===== config.mk =====
export PLATFORM = sky130hd
export DESIGN_NAME = gcd_host_driver
export DESIGN_NICKNAME = d
export VERILOG_FILES = /design/src/rtl/gcd_pkg.sv /design/src/rtl/gcd_watchdog.sv /design/src/rtl/gcd_host_driver.sv
export SDC_FILE = /design/constraint.sdc
export NUM_CORES = 1
export LEC_CHECK = 0
export BUFFER_PORTS_ARGS = -buffer_cell sky130_fd_sc_hd__buf_2
export CORE_UTILIZATION = 45
export DETAILED_ROUTE_END_ITERATION = 12
export GPL_ROUTABILITY_DRIVEN = 0
export GPL_TIMING_DRIVEN = 0
export PLACE_DENSITY = 0.72
export SLEW_MARGIN = 15
export SYNTH_ARGS = -nofsm -noshare
export SYNTH_HDL_FRONTEND = slang
export SYNTH_HIERARCHICAL = 1
export SYNTH_SLANG_ARGS = --single-unit

===== constraint.sdc =====
create_clock -name clk -period 5.52 [get_ports clk]
set_input_delay 0.276 -clock clk [delete_from_list [all_inputs] [get_ports clk]]
set_output_delay 0.276 -clock clk [all_outputs]
set_load 0.02 [all_outputs]

===== src/rtl/gcd_pkg.sv =====
// Shared types and defaults for the GCD engine host driver.
package gcd_pkg;
  typedef enum logic [2:0] {IDLE, CLR, LOAD_A, LOAD_B, WAIT, RESP} state_t;

  localparam int DEFAULT_WIDTH          = 16;
  localparam int DEFAULT_TIMEOUT_CYCLES = 70000;
endpackage


===== src/rtl/gcd_watchdog.sv =====
// Saturating cycle counter that flags the cycle in which the LIMIT-th enabled
// cycle is being spent, so the owner can leave on that same edge.
module gcd_watchdog #(
  parameter int LIMIT = 70000
) (
  input  logic clk,
  input  logic rst,
  input  logic clear,
  input  logic enable,
  output logic expired
);
  localparam int CW = $clog2(LIMIT + 1);
  localparam logic [CW-1:0] MAX_COUNT  = CW'(LIMIT);
  localparam logic [CW-1:0] LAST_COUNT = CW'(LIMIT - 1);

  logic [CW-1:0] count;

  always_ff @(posedge clk or posedge rst) begin
    if (rst) begin
      count <= '0;
    end else if (clear) begin
      count <= '0;
    end else if (enable && (count != MAX_COUNT)) begin
      count <= count + 1'b1;
    end
  end

  // Count c means c enabled cycles already elapsed; this one is number c+1.
  assign expired = enable && (count >= LAST_COUNT);
endmodule


===== src/rtl/gcd_host_driver.sv =====
// Host-side driver for the GCD engine: clear, serial A/B load, wait for done,
// return the result; zero operands bypass the engine, a watchdog bounds WAIT.
module gcd_host_driver
  import gcd_pkg::*;
#(
  parameter int WIDTH          = DEFAULT_WIDTH,
  parameter int TIMEOUT_CYCLES = DEFAULT_TIMEOUT_CYCLES
) (
  input  logic             clk,
  input  logic             rst,
  input  logic             req_valid,
  output logic             req_ready,
  input  logic [WIDTH-1:0] req_a,
  input  logic [WIDTH-1:0] req_b,
  output logic             rsp_valid,
  input  logic             rsp_ready,
  output logic [WIDTH-1:0] rsp_gcd,
  output logic             rsp_err,
  output logic             gcd_clr,
  output logic             gcd_start,
  output logic [WIDTH-1:0] gcd_data,
  input  logic             gcd_done,
  input  logic [WIDTH-1:0] gcd_result
);
  // Handshakes: a transfer happens on a rising edge where valid and ready are
  // both 1; valid holds its payload stable until that edge.
  state_t           state;
  logic [WIDTH-1:0] a_q;
  logic [WIDTH-1:0] b_q;
  logic             wd_clear;
  logic             wd_enable;
  logic             wd_expired;

  assign wd_clear  = (state == LOAD_B);
  assign wd_enable = (state == WAIT);

  gcd_watchdog #(.LIMIT(TIMEOUT_CYCLES)) u_watchdog (
    .clk     (clk),
    .rst     (rst),
    .clear   (wd_clear),
    .enable  (wd_enable),
    .expired (wd_expired)
  );

  always_ff @(posedge clk or posedge rst) begin
    if (rst) begin
      state     <= IDLE;
      a_q       <= '0;
      b_q       <= '0;
      req_ready <= 1'b0;
      rsp_valid <= 1'b0;
      rsp_gcd   <= '0;
      rsp_err   <= 1'b0;
      gcd_clr   <= 1'b0;
      gcd_start <= 1'b0;
      gcd_data  <= '0;
    end else begin
      case (state)
        IDLE: begin
          if (req_valid && req_ready) begin
            a_q       <= req_a;
            b_q       <= req_b;
            req_ready <= 1'b0;
            // A zero operand would never terminate a subtract-based engine.
            if ((req_a == '0) || (req_b == '0)) begin
              state     <= RESP;
              rsp_valid <= 1'b1;
              rsp_gcd   <= req_a | req_b;
              rsp_err   <= (req_a == '0) && (req_b == '0);
            end else begin
              state    <= CLR;
              gcd_clr  <= 1'b1;
              gcd_data <= '0;
            end
          end else begin
            req_ready <= 1'b1;
          end
        end
        CLR: begin
          state     <= LOAD_A;
          gcd_clr   <= 1'b0;
          gcd_start <= 1'b1;
          gcd_data  <= a_q;
        end
        LOAD_A: begin
          state     <= LOAD_B;
          gcd_start <= 1'b0;
          gcd_data  <= b_q;
        end
        LOAD_B: begin
          state    <= WAIT;
          gcd_data <= '0;
        end
        WAIT: begin
          if (gcd_done) begin
            state     <= RESP;
            rsp_valid <= 1'b1;
            rsp_gcd   <= gcd_result;
            rsp_err   <= 1'b0;
          end else if (wd_expired) begin
            state     <= RESP;
            rsp_valid <= 1'b1;
            rsp_gcd   <= '0;
            rsp_err   <= 1'b1;
          end
        end
        RESP: begin
          if (rsp_ready) begin
            state     <= IDLE;
            rsp_valid <= 1'b0;
            req_ready <= 1'b1;
          end
        end
        default: begin
          state     <= IDLE;
          req_ready <= 1'b0;
          rsp_valid <= 1'b0;
          gcd_clr   <= 1'b0;
          gcd_start <= 1'b0;
          gcd_data  <= '0;
        end
      endcase
    end
  end
endmodule

==> run_results.csv <==
group,metric,value,unit
critical_path,critical_path_class,"reg2reg",
finish,synthToLayoutAreaGrowth,19.20,%
timing,fin_skew,0.006110,ns
job,maxCapViolations,0,
critical_path,required,5.77,ns
timing,period_needed,4.054,ns
die,start_util,46.73,%
critical_path,crit_fanout,14,
logic_synthesis,syn-cell-area,4359,um2
critical_path,crit_path_end_kind,"register",
clock_network,cts.reportedPaths.clkPinSlew,0.09,ns
pwr,p_comb_share,45.7,%
detailed_routing,wl_met3,750,um
detailed_routing,met2_wirelength,5121,um
detailed_routing,wl_met1,4864,um
pwr,leakagePower,2.343,nW
pwr,internal-power,1.730,mW
finish,insertedDiodeCount,0,
global_route,grt_max_degree,41,
detailed_routing,via_count,3613,
die,die_area,10080,um2
status,status,"finished clean",
die,die_height,100.4,um
logic_synthesis,syn-num-nets,442,
clock_network,clk_latency,0.36,ns
finish,fin_area,5196,um2
clock_network,clk_path_buf_depth,2,
hold_path,hold_start,"req_a[4]",
timing,rsz0062_at_grt,"no",
global_route,grt_pass1_wl,18000,um
clock_network,cts_tree,"built",
critical_path,arrival,4.30,ns
die,die_x,100.4,um
logic_synthesis,synth_edf_count,0,
critical_path,worstSetupStartpoint,"state[0]$_DFFE_PP0P_",
finish,fillers,807,
detailed_routing,top_layer,"met4",
timing,setup_tns,0,ns
clock_network,clock-sinks,89,
global_route,grt_antenna_before_repair,0,
critical_path,start_kind,"register",
logic_synthesis,postSynthCellCount,386,
logic_synthesis,synth_top_area_cell,"dfrtp_1",
finish,regArea,2227,um2
finish,drive_above_1_share,34.96,%
timing,finalCritPeriodShare,73.45,%
timing,worst_pin_slew,1.207,ns
timing,finalSetupViolCount,0,
detailed_routing,drc,0,
detailed_routing,drtIter0Drc,230,
logic_synthesis,ys_dominant_reg_cell,"dfrtp_1",
critical_path,r2r_start,"state[0]$_DFFE_PP0P_",
pwr,switching_power,1.097,mW
die,ioPinCount,90,
finish,nets,543,
global_route,grt_pass1_vias,3527,
timing,clock.fmax,246.6,MHz
logic_synthesis,yosysSeqAreaShare,51.09,%
logic_synthesis,synth_commonest_cells,"89 x dfrtp_1, 41 x mux2_2, 29 x nand2_1",
placement,hpwl,8192,um
clock_network,cts_setup_buffers,0,
pwr,ir_worst_vdd,0.2277,mV
finish,multi_input_area,1976,um2
detailed_routing,dr.pass1.iters,4,
clock_network,cts_buffers,9,
die,core,9328,um2
pwr,p_sw_share,38.79,%
logic_synthesis,synth_top_cell_area_share,51.09,%
logic_synthesis,synth_warnings,6,
clock_network,cts-htree-levels,3,
detailed_routing,drt_wl_total,10940,um
logic_synthesis,synth.most_common_cell,"dfrtp_1",
timing,slew_violations,0,
detailed_routing,wl_per_cell,17.61,um
logic_synthesis,synthArstFlopShare,100.0,%
timing,relSlewSlack,18.91,%
detailed_routing,postRouteAntennaNets,0,
hold_path,hold_path.class,"in2reg",
die,rows,35,
logic_synthesis,synth.distinct_cells,54,
clock_network,cts_root_buffer,"clkbuf_8",
detailed_routing,viasPerCell,5.818,
global_route,groute.usage.overall,23.28,%
logic_synthesis,ys_ff_latch,89,
pwr,powerDensity,544.0,nW/um2
placement,io_buffers,88,
global_route,overflow,0,
pwr,power.clock.fraction,16.2,%
pwr,finalPower,2.827,mW
placement,place_area,4984,um2
logic_synthesis,postSynthAreaPerCell,11.29,um2
pwr,power_frac_seq,38.2,%
logic_synthesis,synthTopCellsByArea,"dfrtp_1 51%, mux2_2 11%, a221o_1 3.9%",
timing,finalHoldViolCount,0,
-- placed cells by master, fill, tap and decap left out, drive strengths merged, types with 3 or more instances in the layout --
| cell | instances |
|---|---|
| a211oi | 4 |
| a21oi | 8 |
| a221o | 17 |
| and2 | 4 |
| and3 | 4 |
| buf | 96 |
| clkbuf | 24 |
| clkinv | 3 |
| dfrtp | 89 |
| ha | 3 |
| inv | 13 |
| mux2 | 50 |
| nand2 | 29 |
| nand2b | 4 |
| nand3 | 22 |
| nand4 | 10 |
| nor2 | 20 |
| nor3 | 6 |
| nor4 | 11 |
| o21ai | 21 |
| o22a | 16 |
| xnor2 | 5 |
| xor2 | 4 |
-- state kept, by name, summed over array words and instances (netlist names) --
register          flops
gcd_clr               1
req_ready             1
rsp_gcd              16
gcd_data             16
rsp_valid             1
rsp_err               1
state                 3
b_q                  16
gcd_start             1
a_q                  16
u_watchdog/count     17
-- stage by stage --
step                hold WS [ns]  instances  utilization [%]  worst slack, ns
floorplan                 0.2021        386                -            2.210
global placement          0.4119        603            53.19            1.551
detailed placement        0.3616        604            53.43            1.529
CTS                       0.1622        621            55.71            1.493
global route              0.1610        621            55.71            1.183
finish                    0.1718        621            55.71            1.466
-- power by group through the flow --
stage	Combinational [mW]	Sequential (mW)	Clock [mW]
3_5_place_dp	1.29	1.09	0
2_1_floorplan	0.776	1.22	0
3_3_place_gp	1.25	1.08	0
6_report	1.29	1.08	0.457
4_1_cts	1.30	1.08	0.468
5_1_grt	1.41	1.12	0.497
-- routing by layer --
layer / vias up / GRT usage, %
li1: 1641 / -
met1: 1800 / 32.22
met2: 151 / 35.56
met3: 21 / 5.084
met4: 0 / 9.476
met5: - / 0
-- worst paths after layout --
| path | depth (start not counted) | slack [ns] | end |
|---|---|---|---|
| max reg2reg | 15 | 1.47 | rsp_gcd[15]$_DFFE_PP0P_ |
| min reg2reg | 1 | 0.51 | gcd_data[3]$_DFFE_PP0P_ |
| min in group asynchronous | 3 | 0.51 | rsp_gcd[11]$_DFFE_PP0P_ |
| max in group asynchronous | 4 | 4.45 | state[0]$_DFFE_PP0P_ |
| max | 15 | 1.47 | rsp_gcd[15]$_DFFE_PP0P_ |
| min | 2 | 0.17 | a_q[4]$_DFFE_PP0P_ |
-- cells by family (layout without fill, tap and decap cells) --
family,count (synthesis),after routing,share of synthesized area [%]
mux,51,51,13.92
flops,89,89,51.09
fa+ha+maj,4,4,1.091
buf+inv,34,140,3.588
compound gates,80,80,14.06
simple gates,119,119,14.44
xor+xnor,9,9,1.808
-- critical path, cell delays in order, from the launching register on --
cell	delay [ns]
dfrtp_1	0.37
buf_2	0.18
nor2_1	0.20
nand2_1	0.24
clkinv_1	0.27
clkbuf_1	0.49
clkbuf_1	0.41
nand2_1	0.11
a31oi_1	0.18
nor3b_1	0.07
a211oi_1	0.29
a211oi_2	0.13
a2111o_1	0.41
buf_6	0.16
buf_12	0.15
mux2_4	0.29
-- timing repair --
action | CTS | global route
resized for setup | 0 | 0
hold buffers | 1 | 0
hold endpoints to repair | 39 | 0
-- layout make-up --
cell class / count / area share [%]
flip-flops and latches: 89 / 42.86
multi-input cells: 263 / 38.02
clock inverters: 7 / 1.517
well taps: 129 / 3.106
clock buffers: 9 / 2.384
plain buffers: 22 / 2.143
repair buffers: 90 / 9.054
inverters: 12 / 0.9150
No activity file was read; power rests on OpenSTA's default activity.
